## config.mk

```make
export PLATFORM = sky130hd
export DESIGN_NAME = alu_share_ctrl_flat
export DESIGN_NICKNAME = d
export VERILOG_FILES = /design/src/rtl/alu_pkg.sv /design/src/rtl/alu_share_ctrl_if.sv /design/src/rtl/alu_seq_div.sv /design/src/rtl/alu_share_ctrl.sv /design/src/flat_wrapper.sv
export SDC_FILE = /design/constraint.sdc
export NUM_CORES = 1
export LEC_CHECK = 0
export CAP_MARGIN = 20
export CORE_ASPECT_RATIO = 0.75
export CORE_MARGIN = 5
export CORE_UTILIZATION = 55
export CTS_CLUSTER_SIZE = 30
export DETAILED_ROUTE_END_ITERATION = 8
export PLACE_DENSITY = 0.81
export SLEW_MARGIN = 20
export SYNTH_ARGS = -nofsm -noshare
export SYNTH_HDL_FRONTEND = slang
export SYNTH_SLANG_ARGS = --single-unit
```

## constraint.sdc

```tcl
create_clock -name clk -period 5 [get_ports clk]
set_input_delay 0.75 -clock clk [delete_from_list [all_inputs] [get_ports clk]]
set_output_delay 0.75 -clock clk [all_outputs]
set_load 0.1 [all_outputs]
```

## src/rtl/alu_pkg.sv

```systemverilog
// Shared opcodes, default operand width and controller state encoding for the
// shared-ALU controller.
package alu_pkg;

  localparam int unsigned OPW_DEFAULT = 4;

  localparam logic [2:0] OP_AND = 3'b000;
  localparam logic [2:0] OP_OR  = 3'b001;
  localparam logic [2:0] OP_ADD = 3'b010;
  localparam logic [2:0] OP_SUB = 3'b011;
  localparam logic [2:0] OP_MUL = 3'b100;
  localparam logic [2:0] OP_DIV = 3'b101;

  typedef enum logic [1:0] {
    IDLE,
    DIV,
    RESP
  } state_e;

endpackage

```

## src/rtl/alu_share_ctrl_if.sv

```systemverilog
// Two request channels and one held response channel of the shared ALU.
interface alu_share_ctrl_if #(
  parameter int unsigned OPW = alu_pkg::OPW_DEFAULT
);
  logic             req0_valid;
  logic             req0_ready;
  logic [2:0]       req0_op;
  logic [OPW-1:0]   req0_a;
  logic [OPW-1:0]   req0_b;
  logic             req1_valid;
  logic             req1_ready;
  logic [2:0]       req1_op;
  logic [OPW-1:0]   req1_a;
  logic [OPW-1:0]   req1_b;
  logic             rsp_valid;
  logic             rsp_ready;
  logic             rsp_id;
  logic [2*OPW-1:0] rsp_data;
  logic             rsp_err;
  logic             busy;

  modport slave (
    input  req0_valid, req0_op, req0_a, req0_b,
    input  req1_valid, req1_op, req1_a, req1_b,
    input  rsp_ready,
    output req0_ready, req1_ready,
    output rsp_valid, rsp_id, rsp_data, rsp_err, busy
  );

  modport master (
    output req0_valid, req0_op, req0_a, req0_b,
    output req1_valid, req1_op, req1_a, req1_b,
    output rsp_ready,
    input  req0_ready, req1_ready,
    input  rsp_valid, rsp_id, rsp_data, rsp_err, busy
  );
endinterface

```

## src/rtl/alu_seq_div.sv

```systemverilog
// Iterative restoring divider: one quotient bit per clock, OPW steps after start,
// done raised the edge after the last step. b=0 yields quo=all ones, rem=a.
module alu_seq_div
  import alu_pkg::*;
#(
  parameter int unsigned OPW = OPW_DEFAULT
) (
  input  logic           clk,
  input  logic           rst,
  input  logic           start,
  input  logic [OPW-1:0] a,
  input  logic [OPW-1:0] b,
  output logic           done,
  output logic [OPW-1:0] quo,
  output logic [OPW-1:0] rem,
  output logic           dz
);

  localparam int unsigned CW = (OPW > 1) ? $clog2(OPW) : 1;

  logic [OPW-1:0] rem_q, rem_d, quo_q, quo_d, div_q, div_d;
  logic [CW-1:0]  cnt_q, cnt_d;
  logic           active_q, active_d, done_q, done_d, dz_q, dz_d;
  logic [OPW:0]   rem_sh;
  logic           fits;

  assign rem_sh = {rem_q, quo_q[OPW-1]};
  assign fits   = rem_sh >= {1'b0, div_q};

  always_comb begin
    rem_d    = rem_q;
    quo_d    = quo_q;
    div_d    = div_q;
    cnt_d    = cnt_q;
    active_d = active_q;
    done_d   = done_q;
    dz_d     = dz_q;
    if (start) begin
      rem_d    = '0;
      quo_d    = a;
      div_d    = b;
      cnt_d    = CW'(OPW - 1);
      active_d = 1'b1;
      done_d   = 1'b0;
      dz_d     = (b == '0);
    end else if (active_q) begin
      // Dividend bits shift out of quo while quotient bits shift in.
      rem_d = OPW'(fits ? rem_sh - {1'b0, div_q} : rem_sh);
      quo_d = {quo_q[OPW-2:0], fits};
      cnt_d = cnt_q - 1'b1;
      if (cnt_q == '0) begin
        active_d = 1'b0;
        done_d   = 1'b1;
      end
    end
  end

  always_ff @(posedge clk or posedge rst) begin
    if (rst) begin
      rem_q    <= '0;
      quo_q    <= '0;
      div_q    <= '0;
      cnt_q    <= '0;
      active_q <= 1'b0;
      done_q   <= 1'b0;
      dz_q     <= 1'b0;
    end else begin
      rem_q    <= rem_d;
      quo_q    <= quo_d;
      div_q    <= div_d;
      cnt_q    <= cnt_d;
      active_q <= active_d;
      done_q   <= done_d;
      dz_q     <= dz_d;
    end
  end

  assign done = done_q;
  assign quo  = quo_q;
  assign rem  = rem_q;
  assign dz   = dz_q;

endmodule

```

## src/rtl/alu_share_ctrl.sv

```systemverilog
// Round-robin sharing of one ALU between two requesters with a held response;
// single-cycle ops finish on the accept edge, DIV uses the sequential divider.
module alu_share_ctrl
  import alu_pkg::*;
#(
  parameter int unsigned OPW = OPW_DEFAULT
) (
  input  logic             clk,
  input  logic             rst,
  alu_share_ctrl_if.slave  bus
);

  localparam int unsigned RW        = 2 * OPW;
  localparam int unsigned DIV_ITERS = OPW;

  state_e         state_q, state_d;
  logic           last_grant_q, last_grant_d;
  logic           rsp_valid_q, rsp_valid_d;
  logic           rsp_id_q, rsp_id_d;
  logic           rsp_err_q, rsp_err_d;
  logic [RW-1:0]  rsp_data_q, rsp_data_d;

  logic           idle, grant0, grant1, accept, div_start;
  logic [2:0]     sel_op;
  logic [OPW-1:0] sel_a, sel_b;
  logic [RW-1:0]  ea, eb, alu_res;
  logic           alu_err;
  logic           div_done, div_dz;
  logic [OPW-1:0] div_quo, div_rem;

  // On contention the requester that did not win last time is served.
  assign idle   = (state_q == IDLE);
  assign grant0 = bus.req0_valid & (~bus.req1_valid | last_grant_q);
  assign grant1 = bus.req1_valid & (~bus.req0_valid | ~last_grant_q);
  assign accept = idle & (grant0 | grant1);

  assign bus.req0_ready = idle & grant0;
  assign bus.req1_ready = idle & grant1;

  assign sel_op    = grant1 ? bus.req1_op : bus.req0_op;
  assign sel_a     = grant1 ? bus.req1_a  : bus.req0_a;
  assign sel_b     = grant1 ? bus.req1_b  : bus.req0_b;
  assign div_start = accept & (sel_op == OP_DIV);
  assign ea        = RW'(sel_a);
  assign eb        = RW'(sel_b);

  always_comb begin
    alu_res = '0;
    alu_err = 1'b0;
    case (sel_op)
      OP_AND:  alu_res = ea & eb;
      OP_OR:   alu_res = ea | eb;
      OP_ADD:  alu_res = ea + eb;
      OP_SUB:  alu_res = ea - eb;
      OP_MUL:  alu_res = ea * eb;
      OP_DIV:  alu_res = '0;
      default: alu_err = 1'b1;
    endcase
  end

  alu_seq_div #(
    .OPW (DIV_ITERS)
  ) u_div (
    .clk   (clk),
    .rst   (rst),
    .start (div_start),
    .a     (sel_a),
    .b     (sel_b),
    .done  (div_done),
    .quo   (div_quo),
    .rem   (div_rem),
    .dz    (div_dz)
  );

  always_comb begin
    state_d      = state_q;
    last_grant_d = last_grant_q;
    rsp_valid_d  = rsp_valid_q;
    rsp_id_d     = rsp_id_q;
    rsp_err_d    = rsp_err_q;
    rsp_data_d   = rsp_data_q;
    unique case (state_q)
      IDLE: begin
        if (accept) begin
          last_grant_d = grant1;
          rsp_id_d     = grant1;
          if (sel_op == OP_DIV) begin
            state_d = DIV;
          end else begin
            state_d     = RESP;
            rsp_valid_d = 1'b1;
            rsp_data_d  = alu_res;
            rsp_err_d   = alu_err;
          end
        end
      end
      DIV: begin
        if (div_done) begin
          state_d     = RESP;
          rsp_valid_d = 1'b1;
          rsp_data_d  = {div_rem, div_quo};
          rsp_err_d   = div_dz;
        end
      end
      RESP: begin
        if (bus.rsp_ready) begin
          state_d     = IDLE;
          rsp_valid_d = 1'b0;
        end
      end
      default: state_d = IDLE;
    endcase
  end

  always_ff @(posedge clk or posedge rst) begin
    if (rst) begin
      state_q      <= IDLE;
      last_grant_q <= 1'b1;
      rsp_valid_q  <= 1'b0;
      rsp_id_q     <= 1'b0;
      rsp_err_q    <= 1'b0;
      rsp_data_q   <= '0;
    end else begin
      state_q      <= state_d;
      last_grant_q <= last_grant_d;
      rsp_valid_q  <= rsp_valid_d;
      rsp_id_q     <= rsp_id_d;
      rsp_err_q    <= rsp_err_d;
      rsp_data_q   <= rsp_data_d;
    end
  end

  assign bus.rsp_valid = rsp_valid_q;
  assign bus.rsp_id    = rsp_id_q;
  assign bus.rsp_err   = rsp_err_q;
  assign bus.rsp_data  = rsp_data_q;
  assign bus.busy      = (state_q != IDLE);

endmodule

```

## src/flat_wrapper.sv

```systemverilog
// flat-port wrapper written by rule: the top's interface ports become plain ports
module alu_share_ctrl_flat import alu_pkg::*;
#(
  parameter int unsigned OPW = OPW_DEFAULT
)
  (clk, rst, bus_req0_valid, bus_req0_op, bus_req0_a, bus_req0_b, bus_req1_valid, bus_req1_op, bus_req1_a, bus_req1_b, bus_rsp_ready, bus_req0_ready, bus_req1_ready, bus_rsp_valid, bus_rsp_id, bus_rsp_data, bus_rsp_err, bus_busy);
  alu_share_ctrl_if #(.OPW(OPW)) bus_i ();
  input  logic clk;
  input  logic rst;
  input wire logic [$bits(bus_i.req0_valid)-1:0] bus_req0_valid;
  input wire logic [$bits(bus_i.req0_op)-1:0] bus_req0_op;
  input wire logic [$bits(bus_i.req0_a)-1:0] bus_req0_a;
  input wire logic [$bits(bus_i.req0_b)-1:0] bus_req0_b;
  input wire logic [$bits(bus_i.req1_valid)-1:0] bus_req1_valid;
  input wire logic [$bits(bus_i.req1_op)-1:0] bus_req1_op;
  input wire logic [$bits(bus_i.req1_a)-1:0] bus_req1_a;
  input wire logic [$bits(bus_i.req1_b)-1:0] bus_req1_b;
  input wire logic [$bits(bus_i.rsp_ready)-1:0] bus_rsp_ready;
  output wire logic [$bits(bus_i.req0_ready)-1:0] bus_req0_ready;
  output wire logic [$bits(bus_i.req1_ready)-1:0] bus_req1_ready;
  output wire logic [$bits(bus_i.rsp_valid)-1:0] bus_rsp_valid;
  output wire logic [$bits(bus_i.rsp_id)-1:0] bus_rsp_id;
  output wire logic [$bits(bus_i.rsp_data)-1:0] bus_rsp_data;
  output wire logic [$bits(bus_i.rsp_err)-1:0] bus_rsp_err;
  output wire logic [$bits(bus_i.busy)-1:0] bus_busy;
  assign bus_i.req0_valid = bus_req0_valid;
  assign bus_i.req0_op = bus_req0_op;
  assign bus_i.req0_a = bus_req0_a;
  assign bus_i.req0_b = bus_req0_b;
  assign bus_i.req1_valid = bus_req1_valid;
  assign bus_i.req1_op = bus_req1_op;
  assign bus_i.req1_a = bus_req1_a;
  assign bus_i.req1_b = bus_req1_b;
  assign bus_i.rsp_ready = bus_rsp_ready;
  assign bus_req0_ready = bus_i.req0_ready;
  assign bus_req1_ready = bus_i.req1_ready;
  assign bus_rsp_valid = bus_i.rsp_valid;
  assign bus_rsp_id = bus_i.rsp_id;
  assign bus_rsp_data = bus_i.rsp_data;
  assign bus_rsp_err = bus_i.rsp_err;
  assign bus_busy = bus_i.busy;
  alu_share_ctrl #(.OPW(OPW)) u_core (.clk(clk), .rst(rst), .bus(bus_i));
endmodule
```

==> results of run 1 <==
-- kinds of logic (layout without fill, tap and decap cells) --
kind of cell               count (synthesis)  after routing
muxes                                     17             17
AOI/OAI and AO/OA                         86             86
adders and majority gates                 36             36
buffers and inverters                     42             90
xor gates and xnor gates                   9              9
and+or+nand+nor                           90             90
DFF                                       31             31
-- critical path: cells and delay by family --
family / cells / cell delay (ns)
adders and majority gates: 4 / 1.39
and+or+nand+nor: 2 / 0.46
buffers and inverters: 3 / 0.91
muxes: 1 / 0.27
AOI/OAI and AO/OA: 5 / 0.82
-- cells in the mapped netlist (all sizes together) (6+ instances only) --
| cell type | number |
|---|---|
| xnor2 | 7 |
| a211oi | 6 |
| nor2b | 10 |
| a21oi | 19 |
| nor2 | 33 |
| fa | 7 |
| nand2 | 28 |
| mux2i | 14 |
| inv | 32 |
| o21ai | 28 |
| dfrtp | 30 |
| ha | 29 |
-- how the worst max path moves through the flow --
stage | startpoint | endpoint | slack, ns | cells past startpoint
after global routing | bus_req1_valid | u_core.bus.rsp_data[6] | 0.24 | 17
after floorplan | bus_req1_valid | u_core.bus.rsp_data[6] | 0.50 | 17
final | bus_req1_valid | u_core.bus.rsp_data[6] | 0.52 | 15
after CTS | bus_req1_valid | u_core.bus.rsp_data[6] | 0.54 | 15
after global placement | bus_req1_valid | u_core.bus.rsp_data[6] | 0.41 | 15
after detailed placement | bus_req1_valid | u_core.bus.rsp_data[6] | 0.28 | 15
-- cell type report --
| type | count | area share (%) |
|---|---|---|
| sequential | 31 | 23.7 |
| tap | 60 | 2.29 |
| clock inverter | 1 | 0.153 |
| clock buffer | 7 | 2.64 |
| inverter | 32 | 3.67 |
| timing repair buffer | 50 | 14.4 |
| multi-input combinational | 238 | 53.1 |
-- cell usage in the layout, fill, tap and decap left out, drive strengths merged, types with 2 or more instances in the layout --
cell	n
a211o	2
a211oi	6
a21boi	2
a21oi	19
a221oi	3
a31oi	4
buf	11
clkbuf	7
clkdlybuf4s50	39
dfrtp	30
fa	7
ha	29
inv	32
mux2	3
mux2i	14
nand2	28
nand2b	5
nand4	2
nor2	33
nor2b	10
nor3	2
o21a	3
o21ai	28
o21bai	3
o221ai	2
o31ai	2
or3	2
xnor2	7
xor2	2
-- report_power, final --
| group | switching (mW) | internal (mW) | total, mW |
|---|---|---|---|
| logic | 0.867 | 0.459 | 1.33 |
| clock network | 0.0923 | 0.111 | 0.203 |
| registers | 0.117 | 0.375 | 0.492 |
| total | 1.08 | 0.945 | 2.02 |
-- registers in the layout, indices dropped and copies added (netlist names), 2 cells and up --
name / flops
u_core.u_div.quo: 4
u_core.u_div.cnt_q: 2
u_core.u_div.div_q: 4
u_core.u_div.rem: 4
u_core.bus.rsp_data: 8
u_core.state_q: 2
-- metrics by stage --
stage / total power [mW] / std cells / setup WS (ns) / hold WS [ns] / cell area [sq um]
global route: 2.16 / 419 / 0.241 / 0.518 / 3270
detailed placement: 1.81 / 411 / 0.284 / 0.476 / 3180
global placement: 1.76 / 411 / 0.407 / 0.462 / 3180
floorplan: 1.48 / 311 / 0.503 / 0.450 / 2690
finish: 2.02 / 419 / 0.515 / 0.485 / 3270
CTS: 2.02 / 419 / 0.535 / 0.490 / 3270
-- per-layer routing --
layer / vias up / part of all wire [%] / routed length, microns / GRT usage [%]
li1: 1178 / - / - / -
met1: 1111 / 47 / 3150 / 29.6
met2: 95 / 44 / 2940 / 33.2
met3: 6 / 7.8 / 521 / 4.63
met4: 0 / 0.87 / 58 / 5.45
met5: - / 0 / 0 / 0
==> results by group, run 1 <==
Clocking
  • Clock sink total: 31
  • CTS root buffer: clkbuf_8
  • H-tree depth: 2
  • Worst-path clk slew: around 0.070 ns
  • Post-CTS Hold Buffers: 0
  • Clock Path Buffers: 2
  • Post-cts resize count: 0
  • Total CTS buffers: 5
  • TritonCTS clock tree: done
  • Clk_lat worst skew: 0.28 ns
  • Post-CTS setup buffer count: 0

Die
  • Core area: around 4800 sq um
  • Initial core utilization: 55.7%
  • DIE AREA: around 6400 sq um
  • Std-Cell Rows: 22
  • Die Width: slightly above 90 microns
  • Die H: approximately 70 microns
  • Ports: 41

Finish
  • Post-layout util: between 60% and 70%
  • Number of fill cells: between 300 and 400
  • Nets: between 400 and 500
  • Register area: 777 sq um
  • Share of layout cells above drive strength 1: under 10%
  • Area Overhead vs Synth: 21.9%
  • Diode count: 0
  • Area of the multi-input gates: around 1700 sq um

Critical path
  • Worst Reg-to-Reg Cells: 16
  • Worst setup SP type: primary input
  • Worst R2R End: u_core.bus.rsp_data[6]
  • Most frequent CP cell: ha_1
  • Slowest CP cell: clkdlybuf4s50_1
  • FF-to-FF Start: u_core.last_grant_q
  • Critical path type: in2reg
  • Arr. time, crit path: about 4.6 ns
  • CP cell instances: clkdlybuf4s50_1 -> a21boi_2 -> buf_4 -> mux2i_1 -> inv_1 -> ha_1 -> fa_1 -> ha_1 -> ha_1 -> nor2b_1 -> o21a_1 -> or3_1 -> a31oi_1 -> a2bb2oi_1 -> o21ai_0
  • CP Capture Type: flop
  • CP Max Fanout: 17
  • R2R setup slack: around 1.2 ns
  • Crit path largest cell delay: about 0.55 ns
  • Critical Path RT: approximately 5 ns

Yosys
  • Sequential area share after synthesis: 28.9%
  • Ys async rst share: 100%
  • Top cells by area, synth: dfrtp_1, ha_1, fa_1, mux2i_1, nor2_1
  • Synth Flop Type: dfrtp_1
  • Cell taking the most area after synthesis: dfrtp_1
  • Compound-cell area share of the yosys netlist: between 20% and 30%
  • Mapped Avg Cell Area: between 8 and 9 sq um
  • Post-synthesis adder-cell area fraction: about a fifth
  • Mux contribution to synthesized area: ~6.6%
  • Yosys cell types: 57
  • YS warnings: 0
  • Mapped Cells: roughly 310
  • Post-synth EDFFs: 0
  • Number of synthesized register bits: 31
  • Synthesized Nets: approximately 370
  • Post-Synth Simple-Gate Area: around 16%
  • Mapped Area: 2690 sq um
  • Post-Synth XOR/XNOR Area: under 10%
  • Largest family of logic cells by synthesized area: compound AO/OA/AOI/OAI gates
  • Top cell type's share of synthesized area: 28.0%

STA
  • Final hold vios: 0
  • FMAX: between 0.2 and 0.25 GHz
  • Worst-Margin Slew: 1.04 ns
  • Fin Setup TNS: 0 ns
  • Clock Skews: around 0.0038 ns
  • Final worst-path cycle share: about nine tenths
  • Final Max Slew Viols: 0
  • RSZ-0062 raised after global routing: false
  • Final Setup Violations: 0
  • Rel. slew slack: 30.0%
  • Min Tclk post-route: ~4.5 ns

Power and ir drop
  • Pwr/cell area: 618 nW/um^2
  • Worst vdd ir: ~0.52 mV
  • P_leak: roughly 1.5 nW

Global routing
  • Wire length of the first global-routing pass: 11000 microns
  • Remaining global-route overflow: 0
  • Total GRT Usage: around a fifth
  • Pin count of the biggest net entering global routing: 32
  • Initial antenna violation count: 0
  • Vias in the first global route: approximately 2300

Worst hold path
  • Hold EP: u_core.bus.rsp_data[1]
  • Hold Path Depth: 2
  • Hold Startpoint: u_core.bus.rsp_data[1]
  • Hold WC Path Type: reg2reg

Routing
  • Remaining antenna violation count after routing: 0
  • Iter 0 DRT Violations: between 150 and 200
  • Drt total wl: ~6700 microns
  • DR pass1 iterations: 4
  • Drt drc: 0
  • Detailed-route vias per instance: 5.70
  • Wire per inst: roughly 16 microns
  • Detailed-route via count: around 2400

Outcome
  • Outcome: complete, no violations

Placed design
  • Port bufs: 40
  • GP Congestion: ~0.9
  • Detail Placement HPWL: 5270 microns

Flow run
  • Max Cap Viol: 0
(Power assumes the default switching activity.)
==> inputs of run 2 (changes only) <==
--- a/config.mk
+++ b/config.mk
@@ -7,11 +7,10 @@
 export LEC_CHECK = 0
 export CAP_MARGIN = 20
 export CORE_ASPECT_RATIO = 0.75
-export CORE_MARGIN = 5
-export CORE_UTILIZATION = 55
+export CORE_UTILIZATION = 50
 export CTS_CLUSTER_SIZE = 30
 export DETAILED_ROUTE_END_ITERATION = 8
-export PLACE_DENSITY = 0.81
+export PLACE_DENSITY = 0.78
 export SLEW_MARGIN = 20
 export SYNTH_ARGS = -nofsm -noshare
 export SYNTH_HDL_FRONTEND = slang
==> constraint.sdc (replaced) <==
create_clock -name clk -period 3.6 [get_ports clk]
set_input_delay 0.54 -clock clk [delete_from_list [all_inputs] [get_ports clk]]
set_output_delay 0.54 -clock clk [all_outputs]
set_load 0.1 [all_outputs]
==> run 2 against run 1 <==
Effect of this change:
- the flow now finishes with violations (setup timing)
- non-clock buffer count up 30
- setup slack got worse by 0.52 ns
- highest routed layer unchanged
- critical path type is now reg2reg
- routed wire length is 3.9% higher
- largest power group unchanged
- via count increased by 6.3%
- combinational power up 55%
==> results by group, run 2 (same netlist as run 1, synthesis figures left out) <==
Critical path
  • Worst R2R End: u_core.bus.rsp_data[6] (unchanged)
  • Worst setup SP type: flop (was primary input)
  • R2R setup slack: -0.005 ns (was 1.17 ns)
  • Slowest CP cell: fa_2 (was clkdlybuf4s50_1)
  • CP Max Fanout: 8 (was 17)
  • FF-to-FF Start: u_core.last_grant_q (unchanged)
  • CP cell instances: a21boi_4 -> buf_12 -> mux2i_2 -> inv_1 -> nand2_2 -> fa_1 -> inv_2 -> fa_2 -> inv_2 -> fa_2 -> nor2b_1 -> o21a_1 -> o21ai_2 -> a31oi_2 -> a2bb2oi_2 -> o21ai_1 (was clkdlybuf4s50_1 -> a21boi_2 -> buf_4 -> mux2i_1 -> inv_1 -> ha_1 -> fa_1 -> ha_1 -> ha_1 -> nor2b_1 -> o21a_1 -> or3_1 -> a31oi_1 -> a2bb2oi_1 -> o21ai_0)
  • WP buf/inv: 4 (was 3)
  • Critical Path RT: 3.73 ns (was 5.12 ns)
  • Critical path type: reg2reg (was in2reg)
  • CP Capture Type: flop (unchanged)
  • Arr. time, crit path: 3.74 ns (was 4.60 ns)
  • Worst Reg-to-Reg Cells: 16 (unchanged)
  • Delay-heaviest family, CP: adder cells (unchanged)
  • Crit path largest cell delay: 0.61 ns (was 0.55 ns)

Finish
  • Flip-flop count of the largest register after layout: 8 (unchanged)
  • Final non-filler cell total: 461 (was 419)
  • Most frequent cells in the layout: buf_4, clkdlybuf4s50_1, nor2_1 (was clkdlybuf4s50_1, nor2_1, inv_1)
  • Nets: 451 (was 421)
  • Post-layout util: 73.7% (was 67.9%)
  • Area Overhead vs Synth: 38.3% (was 21.9%)
  • Diode count: 0 (unchanged)
  • Share of layout cells above drive strength 1: 23.1% (was 7.80%)
  • Most common cell after layout, fill and taps aside: buf_4 (was clkdlybuf4s50_1)
  • Cell area after layout: 3710 sq um (was 3270 sq um)

Power and ir drop
  • P_leak: 1.69 nW (was 1.52 nW)
  • Pwr/cell area: 836 nW/um^2 (was 618 nW/um^2)
  • Worst vdd ir: 0.366 mV (was 0.524 mV)

Global routing
  • Initial antenna violation count: 0 (unchanged)
  • Pin count of the biggest net entering global routing: 32 (unchanged)
  • Total GRT Usage: 26.4% (was 21.1%)
  • Vias in the first global route: 2464 (was 2270)
  • Remaining global-route overflow: 0 (unchanged)
  • Wire length of the first global-routing pass: 11500 microns (was 11000 microns)

STA
  • Clock Skews: 0.00886 ns (was 0.00383 ns)
  • Worst hold margin: 0.483 ns (was 0.485 ns)
  • Final worst slack: -0.00502 ns (was 0.515 ns)
  • Rel. slew slack: 34.2% (was 30.0%)
  • Min Tclk post-route: between 3 and 4 ns
  • Worst-Margin Slew: 0.985 ns (was 1.04 ns)
  • Final Max Slew Viols: 0 (unchanged)
  • Final worst-path cycle share: 100%
  • FMAX: roughly 0.28 GHz
  • RSZ-0062 raised after global routing: true (was false)
  • Final Setup Violations: 1 (was 0)
  • Final hold vios: 0 (unchanged)

Clocking
  • CTS root buffer: clkbuf_8 (unchanged)
  • Clock Path Buffers: 2 (unchanged)
  • Post-CTS Hold Buffers: 0 (unchanged)
  • Clock sink total: 31 (unchanged)
  • Worst-path clk slew: 0.07 ns (about the same)
  • Total CTS buffers: 5 (unchanged)
  • TritonCTS clock tree: done (unchanged)
  • Clk_lat worst skew: 0.28 ns (about the same)
  • H-tree depth: 2 (unchanged)

Routing
  • Drt total wl: 6940 microns (was 6680 microns)
  • Drt drc: 0 (unchanged)
  • Iter 0 DRT Violations: 206 (was 195)
  • Remaining antenna violation count after routing: 0 (unchanged)
  • Detailed-route via count: 2541 (was 2390)
  • DR pass1 iterations: 5 (was 4)
  • Detailed-route vias per instance: 5.51 (was 5.70)
  • Wire per inst: 15.0 microns (was 15.9 microns)

Die
  • Die Width: 86.6 microns (was 90.7 microns)
  • Die H: 65.5 microns (was 70.5 microns)
  • Ports: 41 (unchanged)
  • Initial core utilization: 53.3% (was 55.7%)
  • Std-Cell Rows: 22 (unchanged)
  • Core area: 5040 sq um (was 4820 sq um)
  • DIE AREA: 5670 sq um (was 6390 sq um)

Worst hold path
  • Hold WC Path Type: reg2reg (unchanged)
  • Hold Startpoint: u_core.bus.rsp_data[1] (unchanged)
  • Hold EP: u_core.bus.rsp_data[1] (unchanged)
  • Hold Path Depth: 2 (unchanged)

Placed design
  • Placed cell count: 453 (was 411)
  • GP Congestion: 0.923 (was 0.912)
  • Placed Instance Area: 3530 sq um (was 3180 sq um)
  • Detail Placement HPWL: 5390 microns (was 5270 microns)
  • Port bufs: 40 (unchanged)

Flow run
  • Max Cap Viol: 0 (unchanged)

Outcome
  • Outcome: complete, but fails checks (was complete, no violations)
  • Failing checks: setup timing
[run 2: changes by cell type in the layout (fill, tap and decap cells not counted), sizes merged]
| cell | before | now |
|---|---|---|
| buf | 11 | 42 |
| bufinv | 0 | 1 |
| clkbuf | 7 | 8 |
| clkdlybuf4s50 | 39 | 36 |
[run 2: cell type report]
type,instances,area [sq um]
clock buffer,6,82.6
clock inverter,2,35.0
fill,368,1330
inverter,32,120
multi-input combinational,238,1890
sequential,31,777
tap,72,90.1
timing repair buffer,80,714
[run 2: worst max-delay path by stage]
stage,from,to,depth (start not counted)
6_report,u_core.last_grant_q,u_core.bus.rsp_data[6],16
3_5_place_dp,bus_req1_valid,u_core.bus.rsp_data[6],17
2_1_floorplan,bus_req1_valid,u_core.bus.rsp_data[6],17
5_1_grt,u_core.last_grant_q,u_core.bus.rsp_data[6],16
4_1_cts,bus_req1_valid,u_core.bus.rsp_data[6],17
3_3_place_gp,bus_req1_valid,u_core.bus.rsp_data[7],16
[run 2: timing repair]
action / in CTS / in global routing
endpoints found under the setup margin: 5 / 3
resized for setup: 12 / 13
endpoints found under the hold margin: 0 / 0
setup buffers: 0 / 1
pin swaps: 8 / 10
[run 2: metal layers]
metal / track usage [%] / routed length (microns) / up-vias
met5: 0 / 0 / -
met1: 36.4 / 3200 / 1168
met3: 4.65 / 466 / 10
met2: 44.1 / 3200 / 121
met4: 4.58 / 67 / 0
li1: - / - / 1242
[run 2: metrics by stage]
step	power [mW]	setup TNS [ns]	setup WS (ns)
after floorplan	2.10	-0.0831	-0.0831
after detailed placement	2.67	-2.64	-0.623
after global placement	2.61	-2.30	-0.506
final	3.10	-0.00502	-0.00502
after global routing	3.31	-0.134	-0.0986
after CTS	3.05	0	0.00527
[run 2: tightest hold or removal path: cells and delay by family, from the launching register on]
family             cells  cell delay, ns
AOI/OAI and AO/OA      1            0.06
DFF                    1            0.35
and+or+nand+nor        1            0.05
[run 2: power breakdown]
part / internal [mW] / switching [mW]
clock network: 0.224 / 0.131
logic: 0.796 / 1.27
registers: 0.521 / 0.166
==> inputs of run 3 (changes only) <==
--- a/config.mk
+++ b/config.mk
@@ -11,7 +11,6 @@
 export CTS_CLUSTER_SIZE = 30
 export DETAILED_ROUTE_END_ITERATION = 8
 export PLACE_DENSITY = 0.78
-export SLEW_MARGIN = 20
 export SYNTH_ARGS = -nofsm -noshare
 export SYNTH_HDL_FRONTEND = slang
 export SYNTH_SLANG_ARGS = --single-unit
==> results of run 3 <==
The final DEF is identical to that of run 2; final timing and power are the same.
